--- src/rtl/vga_timing.sv ---
// vga_timing
// Raster timing generator for a 640x480 @ 60 Hz display path.
// Divides clk into a one-cycle pixel strobe and steps the horizontal
// (DrawX) and vertical (DrawY) counters. The sync/enable decodes are
// registered from the next counter values, so they always describe the
// pixel currently presented on DrawX/DrawY.
//
// Ports:
//   clk          system clock
//   reset        synchronous, active-high reset
//   DrawX        current pixel column, 0..H_TOTAL-1
//   DrawY        current pixel row, 0..V_TOTAL-1
//   hsync        horizontal sync, active low
//   vsync        vertical sync, active low
//   vde          video data enable, high in the visible region
//   pixel_en     one-clk strobe, once per pixel period
//   frame_start  one-clk pulse when a new frame begins at (0,0)
module vga_timing #(
  parameter int H_VISIBLE = 640,
  parameter int H_FRONT   = 16,
  parameter int H_SYNC    = 96,
  parameter int H_BACK    = 48,
  parameter int V_VISIBLE = 480,
  parameter int V_FRONT   = 10,
  parameter int V_SYNC    = 2,
  parameter int V_BACK    = 33,
  parameter int CLK_DIV   = 4
) (
  input  logic       clk,
  input  logic       reset,
  output logic [9:0] DrawX,
  output logic [9:0] DrawY,
  output logic       hsync,
  output logic       vsync,
  output logic       vde,
  output logic       pixel_en,
  output logic       frame_start
);

  localparam int H_TOTAL = H_VISIBLE + H_FRONT + H_SYNC + H_BACK;
  localparam int V_TOTAL = V_VISIBLE + V_FRONT + V_SYNC + V_BACK;

  if (H_TOTAL > 1024 || V_TOTAL > 1024) begin : g_bad_total
    $error("vga_timing: H_TOTAL and V_TOTAL must not exceed 1024");
  end
  if (CLK_DIV < 1 || CLK_DIV > 16) begin : g_bad_div
    $error("vga_timing: CLK_DIV must be in 1..16");
  end

  localparam int DIV_W = (CLK_DIV > 1) ? $clog2(CLK_DIV) : 1;
  localparam logic [DIV_W-1:0] DIV_LAST = DIV_W'(CLK_DIV - 1);

  localparam logic [9:0] H_LAST = 10'(H_TOTAL - 1);
  localparam logic [9:0] V_LAST = 10'(V_TOTAL - 1);

  // Decode bounds are 11 bits so an end value of exactly 1024 stays exact.
  localparam logic [10:0] H_VIS_END  = 11'(H_VISIBLE);
  localparam logic [10:0] H_SYNC_BEG = 11'(H_VISIBLE + H_FRONT);
  localparam logic [10:0] H_SYNC_END = 11'(H_VISIBLE + H_FRONT + H_SYNC);
  localparam logic [10:0] V_VIS_END  = 11'(V_VISIBLE);
  localparam logic [10:0] V_SYNC_BEG = 11'(V_VISIBLE + V_FRONT);
  localparam logic [10:0] V_SYNC_END = 11'(V_VISIBLE + V_FRONT + V_SYNC);

  logic [DIV_W-1:0] div_q, div_d;
  logic [9:0]       x_q, x_d;
  logic [9:0]       y_q, y_d;
  logic             hsync_q, hsync_d;
  logic             vsync_q, vsync_d;
  logic             vde_q, vde_d;
  logic             fs_q, fs_d;
  logic             pix_tick;

  assign pix_tick = (div_q == DIV_LAST);

  always_comb begin
    div_d   = div_q + 1'b1;
    x_d     = x_q;
    y_d     = y_q;
    fs_d    = 1'b0;
    hsync_d = 1'b1;
    vsync_d = 1'b1;
    vde_d   = 1'b0;

    if (pix_tick) begin
      div_d = '0;
      if (x_q == H_LAST) begin
        x_d = '0;
        if (y_q == V_LAST) begin
          y_d  = '0;
          // Registered together with the counters, so it is high exactly
          // in the first cycle that shows (0,0) after the frame wrap.
          fs_d = 1'b1;
        end else begin
          y_d = y_q + 10'd1;
        end
      end else begin
        x_d = x_q + 10'd1;
      end
    end

    // Decode the values the counters are about to take, so the registered
    // decodes line up with DrawX/DrawY without a pipeline offset.
    hsync_d = !(({1'b0, x_d} >= H_SYNC_BEG) && ({1'b0, x_d} < H_SYNC_END));
    vsync_d = !(({1'b0, y_d} >= V_SYNC_BEG) && ({1'b0, y_d} < V_SYNC_END));
    vde_d   = ({1'b0, x_d} < H_VIS_END) && ({1'b0, y_d} < V_VIS_END);
  end

  always_ff @(posedge clk) begin
    if (reset) begin
      div_q   <= '0;
      x_q     <= '0;
      y_q     <= '0;
      hsync_q <= 1'b1;
      vsync_q <= 1'b1;
      vde_q   <= 1'b1;
      fs_q    <= 1'b0;
    end else begin
      div_q   <= div_d;
      x_q     <= x_d;
      y_q     <= y_d;
      hsync_q <= hsync_d;
      vsync_q <= vsync_d;
      vde_q   <= vde_d;
      fs_q    <= fs_d;
    end
  end

  assign DrawX       = x_q;
  assign DrawY       = y_q;
  assign hsync       = hsync_q;
  assign vsync       = vsync_q;
  assign vde         = vde_q;
  // With CLK_DIV=1 the divider compare is always true; gate it so the
  // strobe is low while reset is held.
  assign pixel_en    = pix_tick & ~reset;
  assign frame_start = fs_q;

endmodule

--- config.mk ---
export PLATFORM = sky130hd
export DESIGN_NAME = vga_timing
export DESIGN_NICKNAME = d
export VERILOG_FILES = /design/src/rtl/vga_timing.sv
export SDC_FILE = /design/constraint.sdc
export NUM_CORES = 1
export LEC_CHECK = 0
export BUFFER_PORTS_ARGS = -buffer_cell sky130_fd_sc_hd__clkbuf_2
export CAP_MARGIN = 20
export CELL_PAD_IN_SITES_DETAIL_PLACEMENT = 1
export CELL_PAD_IN_SITES_GLOBAL_PLACEMENT = 1
export CORE_ASPECT_RATIO = 1.25
export CORE_UTILIZATION = 44
export DETAILED_ROUTE_END_ITERATION = 6
export HOLD_SLACK_MARGIN = 0.12
export MAX_ROUTING_LAYER = met4
export PLACE_DENSITY = 0.87
export SYNTH_ARGS = -nofsm -noshare
export SYNTH_HDL_FRONTEND = slang
export SYNTH_SLANG_ARGS = --single-unit
export TNS_END_PERCENT = 5
--- constraint.sdc ---
create_clock -name clk -period 4.3 [get_ports clk]
set_input_delay 0.86 -clock clk [delete_from_list [all_inputs] [get_ports clk]]
set_output_delay 0.86 -clock clk [all_outputs]
set_load 0.05 [all_outputs]
; ---- After elaboration in Yosys (flattened, before gate mapping)
; Index checks and enable logic that the tools add are counted.
[op_classes]
mux = 6
n_eq_ne = 3
bitwise = 4
addsub = 3
order_cmp = 6
n_reduce_logical = 7
[ops]
columns = operator, n
row1 = $mux 10, 5
row2 = $add 10x1->10 const B, 2
row3 = $eq 10x10->1 const B, 2
row4 = $lt 10x10->1 const B, 2
row5 = $lt 10x9->1 const B, 2
row6 = $ge 10x10->1 const B, 1
row7 = $ge 10x9->1 const B, 1
row8 = $logic_and 1x1->1, 3
row9 = $not 1->1, 3
row10 = $reduce_or 3->1, 1
row11 = $add 2x1->2 const B, 1
row12 = $eq 2x2->1 const B, 1
row13 = $logic_not 1->1, 2
row14 = $reduce_or 2->1, 1
row15 = $and 1x1->1, 1
row16 = $mux 1, 1
[word_totals]
input_bits = 2
regBits = 26

; ---- Longest topological paths before layout
; Gate-level depths: netlist (run 1).
[logic_depth]
ltp_word = 7
mapped_depth = 8

; ---- Worst setup path before layout (run 1)
; Ideal clock, no wire load.
[synth_timing]
path_type = input to output
start = input port reset
end = output port pixel_en
path_buffers = 1
path_stages = 2
t_arrival_ns = 1.695
slack_ns = 1.745
path_cell_list = buf_4 > nor2b_1
[synth_between]
elab_chain_len = 2
[synth_rtl]
columns = element, line
row1 = start: declaration, 30  ; input logic reset,
row2 = $not 1->1, 135  ; assign pixel_en = pix_tick & ~reset;
row3 = $and 1x1->1, 135
row4 = end: declaration, 36  ; output logic pixel_en,
; Every way passes these cells.

; ---- Worst setup path in the final report (run 1)
[layout_timing]
start = register div_q[0]
end = register vsync_q, in the netlist vsync
[layout_between]
elab_chain_len = 5
elab_cells_between_ends = 6
cone_classes = order compare (2) / eq/ne (1) / mux (1) / reduce/logical (2)
[layout_rtl]
columns = element, line
row1 = start: declaration, 64  ; logic [DIV_W-1:0] div_q, div_d;
row2 = start signal: assignment, 118  ; div_q <= div_d;
row3 = $eq 2x2->1 (*), 73  ; assign pix_tick = (div_q == DIV_LAST);
row4 = $mux 10 (*), 84  ; if (pix_tick) begin
row5 = $ge 10x9->1 or $lt 10x9->1 (tied branches), 104  ; vsync_d = !(({1'b0, y_d} >= V_SYNC_BEG) && ({1'b0, y_d} < V_SYNC_END));
row6 = $logic_and 1x1->1 (*), 104
row7 = $logic_not 1->1 (*), 104
row8 = end signal: assignment, 122  ; vsync_q <= vsync_d;
row9 = end: declaration, 68  ; logic vsync_q, vsync_d;
; Mark *: on every way between the ends. The rest lies on a longest branch, timed or not.
; A chain may end at the register's enable or synchronous reset.

==> results of run 1 <==
flip-flops by register name, indices dropped and copies added, names as in the netlist:
signal and cells:
DrawX 10, DrawY 10, div_q 2, frame_start 1
hsync 1, vde 1, vsync 1
critical path: cells and delay by family, from the launching register on:
| kind | cells | cell delay [ns] |
|---|---|---|
| and+or+nand+nor | 4 | 1.64 |
| adders and majority gates | 1 | 0.34 |
| AOI/OAI and AO/OA | 1 | 0.30 |
| DFF | 1 | 0.35 |
routing by layer:
layer	up-vias	wire length [um]	GRT usage (%)
met5	-	0	-
met4	0	111	10.9
met3	11	93	2.93
met2	31	1980	41.0
met1	677	1670	27.7
li1	675	-	-
path summary, 6_finish.rpt:
kind                  from        to  slack [ns]  depth (start not counted)
setup / recovery  div_q[0]     vsync        1.54                          6
hold / removal    div_q[0]  div_q[0]        0.44                          1
setup reg to reg  div_q[0]     vsync        1.54                          6
hold reg to reg   div_q[0]  div_q[0]        0.44                          1
cell families after synthesis:
kind of cell	count (synthesis)	share of synthesized area, %
buffers and inverters	22	8.95
adder cells (fa/ha/maj)	4	3.35
XOR/XNOR	6	3.52
AO/OA/AOI/OAI	42	19.4
multiplexers	2	1.42
AND/OR/NAND/NOR	74	28.5
flip-flops	26	34.8
cell type report:
cell class	instances	area [um^2]	area share, %
multi-input cells	128	841	52.0
flip-flops and latches	26	520	32.2
repair buffers	26	130	8.05
well taps	37	46.3	2.86
clock buffers	3	41.3	2.55
inverters	10	37.5	2.32
cell usage in the layout (no fill, tap or decap), types with 5 or more instances in the layout:
cell type	count
nor2_1	14
nand2_1	13
nor3_1	8
nand3_1	8
inv_1	10
dfxtp_1	26
clkbuf_2	26
a21oi_1	12
o21ai_0	6
nand4_1	5
stage by stage:
| stage | utilization [%] | worst slack [ns] | cells | area, um^2 |
|---|---|---|---|---|
| 2_1_floorplan | - | 1.74 | 176 | 1500 |
| 3_3_place_gp | 48.9 | 1.74 | 227 | 1580 |
| 3_5_place_dp | 48.9 | 1.59 | 227 | 1580 |
| 4_1_cts | 50.2 | 1.54 | 230 | 1620 |
| 5_1_grt | 50.2 | 1.33 | 230 | 1620 |
| 6_report | 50.2 | 1.54 | 230 | 1620 |
report_power, final:
group / switching [uW] / internal (uW) / leakage, uW / total [uW]
Sequential: 3.13 / 245 / 0.000210 / 248
Clock: 75.7 / 62.9 / 0.0000216 / 139
Combinational: 18.7 / 9.67 / 0.000356 / 28.4
Total: 97.6 / 317 / 0.000588 / 415
==> metrics.csv, run 1 <==
metric;value;unit
status;completed;
vias in the first global route;1344;
GRT Util Overall;24.2;%
max cap viols;0;
setup TNS;0;ns
CP endpoint kind;register;
power per cell area;257;nW/um^2
fmax;363;MHz
Final Max Slew Viols;0;
crit path max-delay cell type;or3_1;
Pre-Repair DR Iteration Count;4;
Post-Synthesis Cells;176;
drt total wl;3860;um
drt wl/cell;16.8;um
count of antenna-violating nets left after detailed routing;0;
Iteration-0 DRC Markers;34;
cell with the most instances after synthesis;dfxtp_1;
share of layout cells above drive strength 1;22.8;%
total power draw;415;uW
Routability Congestion;0.807;
root buffer cell;clkbuf_8;
die area;3640;um^2
final critical-path share of the clock period;64.1;%
IO buf count;26;
worst slew pin tran;0.624;ns
Synth Cell Area;1500;um^2
top cells by area, synth;dfxtp_1, a21oi_1, nor2_1;
post-CTS setup buffer count;0;
Synth area leader;dfxtp_1;
FP Rows;23;
Final Setup Violations;0;
post-synth cell types;52;
Post-synth EDFFs;0;
total gr overflow;0;
CTS hold repair buffers;0;
CTS tree;built;
Yosys Warn Count;0;
top cell type's share of synthesized area;34.8;%
Worst slew margin;58.3;%
hpwl dp;2890;um
H-tree depth;1;
synth-to-layout area growth;8.12;%
Layout Nets;201;
fillers;407;
Hold Path Class;register to register;
largest net degree at the start of global routing;27;
Post-synth ARST share;0;%
CORE AREA;3220;um^2
WP data required;4.45;ns
Via density;6.06;
Hold Fails Final Rpt;0;
skew final;0.00258;ns
# diodes;0;
post-synthesis sequential area ratio;34.8;%
CTS buffer count;3;
Initial Util;46.4;%
CP Cell Sequence;ha_1 > and4_1 > nand4_1 > or3_1 > a221oi_2 > nand4_1;
CP most frequent cell;nand4_1;
vias;1394;
drc violations;0;
global-route wire length before repair;6290;um
ys flop type;dfxtp_1;
clock sink count;26;
Post-synth top cells;dfxtp_1, nor2_1, nand2_1, a21oi_1, inv_1;
clk_lat worst skew;0.27;ns
Worst setup SP type;register;
post-synthesis average cell area;8.50;um^2
Crit Path Category;register to register;
Leak;0.000588;uW
Synthesized Nets;182;
Critical Path AT;2.91;ns
Die Wd;54.1;um
Tmin final;2.76;ns
maximum vdd drop;196;uV
post-CTS sizing;0;
slowest stage delay, CP;0.59;ns
antenna violations before repair;0;
worst hold slack;0.442;ns
RSZ-0062 raised after global routing;no;
IO Pins;27;
CTS max path bufs;2;
Die H;67.2;um
FF+latch count, synth;26;
worst-path fanout max;16;
clk slew on worst S/H paths;0.09;ns
Power figures use the tool's default switching activity.
==> inputs of run 2 (changes only) <==
Settings changed: CORE_UTILIZATION 44 to 41, PLACE_DENSITY 0.87 to 0.82.
Clock period 4.3 ns to 2.55 ns, I/O delays scaled along.
==> run 2 against run 1 <==
Maximum frequency up 22%. Register-to-register slack worse by 1.3 ns. Clock-buffer cell count up 1. Worst setup slack worse by 1.3 ns. First-iteration DRC count up 21%. Highest routed layer unchanged.
==> metrics.csv, run 2 (same netlist as run 1, synthesis figures left out) <==
metric;value;unit
sw frac;23.3;%
CTS hold repair buffers;0;
H-tree depth;1;
drc violations;0;
Int Pwr;569;uW
# diodes;0;
Iteration-0 DRC Markers;41;
met1 Use GR;23.5;%
Clock Power Share;36.8;%
CORE AREA;3480;um^2
Pre-Repair DR Iteration Count;4;
IO buf count;26;
crit path max-delay cell type;or4_1;
Global Route met3 Usage;3.17;%
count of antenna-violating nets left after detailed routing;0;
final critical-path share of the clock period;88.5;%
Placed Instance Area;1630;um^2
largest net degree at the start of global routing;15;
drt total wl;4090;um
Tmin final;2.26;ns
root buffer cell;clkbuf_8;
NetSw;173;uW
most frequent cells in the layout;dfxtp_1, clkbuf_2, nor2_1, nand2_1, a21oi_1;
clk slew on worst S/H paths;0.09;ns
vias in the first global route;1468;
CTS buffer count;3;
Via density;5.89;
Leak;0.000629;uW
clk_lat worst skew;0.27;ns
max cap viols;0;
total power draw;741;uW
fmax;443;MHz
Worst setup SP type;register;
global-route wire length before repair;6760;um
skew final;0.00402;ns
Final Setup Violations;0;
Design Area, Final;1690;um^2
Critical Path AT;2.40;ns
worst slew pin tran;0.408;ns
post-CTS sizing;0;
antenna violations before repair;0;
slowest stage delay, CP;0.45;ns
GRT Util Overall;22.1;%
IO Pins;27;
Hold Fails Final Rpt;0;
total gr overflow;0;
FP Rows;24;
GR Util met2;41.4;%
RSZ-0062 raised after global routing;no;
GR peak layer;met2;
post-CTS setup buffer count;0;
fillers;439;
vias;1413;
Sequential Power Share;56.4;%
status;completed;
Hold Path Class;register to register;
Routability Congestion;0.878;
Gate power share;6.8;%
synth-to-layout area growth;12.7;%
Worst slew margin;72.8;%
CP Cell Sequence;ha_1 > nand2_1 > or3_1 > or4_1 > a221oi_1 > nand4_1;
share of layout cells above drive strength 1;25.9;%
maximum vdd drop;234;uV
CTS tree;built;
Initial Util;42.9;%
Layout Nets;208;
power per cell area;440;nW/um^2
WP data required;2.70;ns
hpwl dp;3140;um
Crit Path Category;register to register;
Die H;69.5;um
Final Max Slew Viols;0;
setup TNS;0;ns
worst-path fanout max;5;
CP endpoint kind;register;
clock sink count;26;
die area;3890;um^2
drt wl/cell;17.1;um
CTS max path bufs;2;
Die Wd;56.0;um
run 2: cell types whose count changed in the layout (fill, tap and decap cells not counted), sizes merged:
cell	before	now
buf	0	7
clkbuf	29	30
run 2: layout make-up:
| cell class | count | area [um^2] | share of cell area, % |
|---|---|---|---|
| inverters | 10 | 37.5 | 2.23 |
| repair buffers | 33 | 183 | 10.8 |
| multi-input cells | 128 | 841 | 49.9 |
| clock buffers | 4 | 55.1 | 3.27 |
| well taps | 39 | 48.8 | 2.90 |
| flip-flops and latches | 26 | 520 | 30.9 |
run 2: worst paths after layout:
kind	from	to	slack, ns	depth (start not counted)
worst min-delay path	div_q[0]	div_q[0]	0.45	1
worst min register to register	div_q[0]	div_q[0]	0.45	1
worst max register to register	DrawX[0]	vsync	0.29	6
worst max-delay path	DrawX[0]	vsync	0.29	6
run 2: power by group through the flow:
| stage | registers [uW] | clock network, uW | logic, uW |
|---|---|---|---|
| 5_1_grt | 420 | 292 | 55.5 |
| 2_1_floorplan | 436 | 0 | 29.6 |
| 4_1_cts | 418 | 279 | 50.7 |
| 3_3_place_gp | 427 | 0 | 48.9 |
| 6_report | 418 | 273 | 50.4 |
| 3_5_place_dp | 428 | 0 | 50.5 |
run 2: metrics by stage:
stage | cells | util [%] | hold slack [ns] | worst slack (ns)
6_report | 240 | 48.4 | 0.446 | 0.292
4_1_cts | 240 | 48.4 | 0.442 | 0.296
3_3_place_gp | 236 | 46.8 | 0.412 | 0.441
3_5_place_dp | 236 | 46.8 | 0.428 | 0.305
2_1_floorplan | 176 | - | 0.404 | 0.172
5_1_grt | 240 | 48.4 | 0.469 | 0.105
run 2: worst max-delay path, delay by kind of cell (launching register included):
family          cells  cell delay [ns]
simple gates        4             1.12
compound gates      1             0.37
fa+ha+maj           1             0.23
flops               1             0.41
run 2: metal layers:
metal / part of all wire [%] / wire, um
met2: 55 / 2250
met3: 2.6 / 108
met5: 0 / 0
met4: 1.2 / 51
met1: 41 / 1690
==> inputs of run 3 (changes only) <==
--- a/config.mk
+++ b/config.mk
@@ -7,2 +7,3 @@
 export LEC_CHECK = 0
+export ABC_AREA = 1
 export BUFFER_PORTS_ARGS = -buffer_cell sky130_fd_sc_hd__clkbuf_2
@@ -12,3 +13,3 @@
 export CORE_ASPECT_RATIO = 1.25
-export CORE_UTILIZATION = 41
+export CORE_UTILIZATION = 38
 export DETAILED_ROUTE_END_ITERATION = 6
@@ -16,3 +17,3 @@
 export MAX_ROUTING_LAYER = met4
-export PLACE_DENSITY = 0.82
+export PLACE_DENSITY = 0.81
 export SYNTH_ARGS = -nofsm -noshare
==> constraint.sdc (replaced) <==
create_clock -name clk -period 2.55 [get_ports clk]
set_input_delay 0.255 -clock clk [delete_from_list [all_inputs] [get_ports clk]]
set_output_delay 0.255 -clock clk [all_outputs]
set_load 0.05 [all_outputs]
==> run 3 against run 2 <==
The run now ends with design-rule violations left. Hold slack got worse by 0.022 ns. Global-route usage shrank 1.2 points. Sequential power down 1%. Wire length shrank 7.3%. First-iteration DRC count shrank 22%. Highest routed layer unchanged.
==> metrics.csv, run 3 <==
metric;value;unit
status;finished, violations left;
failing checks;design-rule violations;
met1 wire length;1630;um
Synthesized Nets;224;
synth-to-layout area growth;14.9;%
Worst Reg-to-Reg Cells;10;
Die Wd;57.2;um
count of antenna-violating nets left after detailed routing;0;
capturing point of the worst reg2reg path;hsync;
Post-Synthesis Cells;218;
IO buf count;26;
Crit Path Category;register to register;
hpwl dp;3000;um
Leak;0.000818;uW
RSZ-0062 raised after global routing;no;
IO Pins;27;
final critical-path share of the clock period;75.3;%
sequential cell area;520;um^2
root buffer cell;clkbuf_8;
post-CTS sizing;0;
Die H;70.9;um
FF+latch count, synth;26;
power per cell area;434;nW/um^2
Top Layer Used;met4;
setup TNS;0;ns
Cells on Worst Hold Path;2;
Critical Path AT;2.08;ns
CORE AREA;3570;um^2
CTS buffer count;3;
H-tree depth;1;
Final Setup Violations;0;
die area;4050;um^2
maximum vdd drop;269;uV
fmax;521;MHz
drt wl/cell;13.4;um
global-route wire length before repair;6430;um
post-synthesis average cell area;6.63;um^2
kind of cell adding the most delay to the critical path;simple AND/OR/NAND/NOR gates;
Post-synth EDFFs;0;
Synth Cell Area;1450;um^2
leading cell type in the layout, fill and taps excluded;nand2_1;
slowest stage delay, CP;0.37;ns
Layout Nets;252;
area of the multi-input gates;769;um^2
CTS max path bufs;2;
antenna violations before repair;0;
GRT Util Overall;20.9;%
Met3 Wirelength;88;um
FP Rows;24;
clk slew on worst S/H paths;0.10;ns
post-CTS setup buffer count;0;
Hold Path Class;input pin to register;
WP depth;10;
vias;1432;
Post-synth top cells;nand2_1, nor2_1, inv_1, dfxtp_1, nand3_1;
Via density;5.04;
Yosys Warn Count;0;
clock sink count;26;
max cap viols;0;
largest net degree at the start of global routing;18;
worst-path fanout max;10;
CTS hold repair buffers;0;
skew final;0.00684;ns
CTS tree;built;
Pre-Repair DR Iteration Count;6;
met2 wire len;1960;um
CP startpoint;div_q[0];
Worst slew margin;73.5;%
Post-synth ARST share;0;%
Synth area leader;dfxtp_1;
CP most frequent cell;nor2_1;
Routability Congestion;0.781;
fillers;508;
worst slew pin tran;0.398;ns
reg2reg setup slack;0.63;ns
top cell type's share of synthesized area;36.0;%
top cells by area, synth;dfxtp_1, nand2_1, nor2_1;
drt total wl;3790;um
vias in the first global route;1439;
WP data required;2.71;ns
Tmin final;1.92;ns
Iteration-0 DRC Markers;32;
drc violations;5;
share of layout cells above drive strength 1;16.3;%
CP Cell Sequence;ha_1 > nand2_1 > nor3_4 > nand3_1 > nor2_1 > nor2_1 > nor2_1 > nand2_1 > nor2_1 > nand3_1;
total gr overflow;0;
post-synthesis sequential area ratio;36.0;%
WP buf/inv;0;
Initial Util;40.4;%
Hold Fails Final Rpt;0;
crit path max-delay cell type;ha_1;
Worst setup SP type;register;
CP endpoint kind;register;
post-synth cell types;26;
# diodes;0;
ys flop type;dfxtp_1;
DP Cell Count;280;
clk_lat worst skew;0.27;ns
most frequent cells in the layout;nand2_1, nor2_1, inv_1, dfxtp_1, clkbuf_2;
cell with the most instances after synthesis;nand2_1;
Worst Setup EP;hsync;
final non-filler cell total;284;
Crit Reg-Reg Startpoint;div_q[0];
Final Max Slew Viols;0;
-- run 3: worst reg2reg max path: stages (launching register included) --
cell and delay [ns]:
dfxtp_1 0.35, ha_1 0.37, nand2_1 0.14, nor3_4 0.20
nand3_1 0.18, nor2_1 0.17, nor2_1 0.07, nor2_1 0.08
nand2_1 0.07, nor2_1 0.09, nand3_1 0.07
-- run 3: logic make-up after synthesis --
family          Yosys count  synth area share, %
simple gates            129                 40.9
buf+inv                  39                 10.7
flops                    26                 36.0
compound gates           14                 5.28
xor+xnor                  6                 3.64
fa+ha+maj                 4                 3.46
-- run 3: worst min path at each step --
stage	from	to
after floorplan	div_q[0]	div_q[0]
after global placement	div_q[0]	div_q[0]
after detailed placement	div_q[0]	div_q[0]
after CTS	div_q[0]	div_q[0]
after global routing	div_q[0]	div_q[0]
final	reset	DrawY[8]
-- run 3: cell type report --
class	instances	area share, %
Tap cell	39	2.94
Clock buffer	4	3.32
Inverter	36	8.21
Timing Repair Buffer	26	7.84
Sequential cell	26	31.3
Multi-Input combinational cell	153	46.3
-- run 3: report_power, final --
group	switching [uW]	internal, uW
Combinational	24.8	7.13
Clock	137	138
Sequential	2.53	411
-- run 3: metrics by stage --
stage | worst slack [ns] | power, uW | util [%] | hold slack [ns] | area (um^2)
2_1_floorplan | 0.586 | 449 | - | 0.399 | 1450
5_1_grt | 0.390 | 741 | 46.5 | 0.452 | 1660
3_5_place_dp | 0.630 | 456 | 44.9 | 0.425 | 1610
4_1_cts | 0.592 | 728 | 46.5 | 0.439 | 1660
6_report | 0.630 | 721 | 46.5 | 0.424 | 1660
3_3_place_gp | 0.628 | 455 | 44.9 | 0.408 | 1610
-- run 3: per-layer routing --
| metal | track usage [%] | up-vias |
|---|---|---|
| li1 | - | 734 |
| met1 | 23.8 | 662 |
| met2 | 37.3 | 26 |
| met3 | 1.28 | 10 |
| met4 | 8.94 | 0 |
| met5 | - | - |
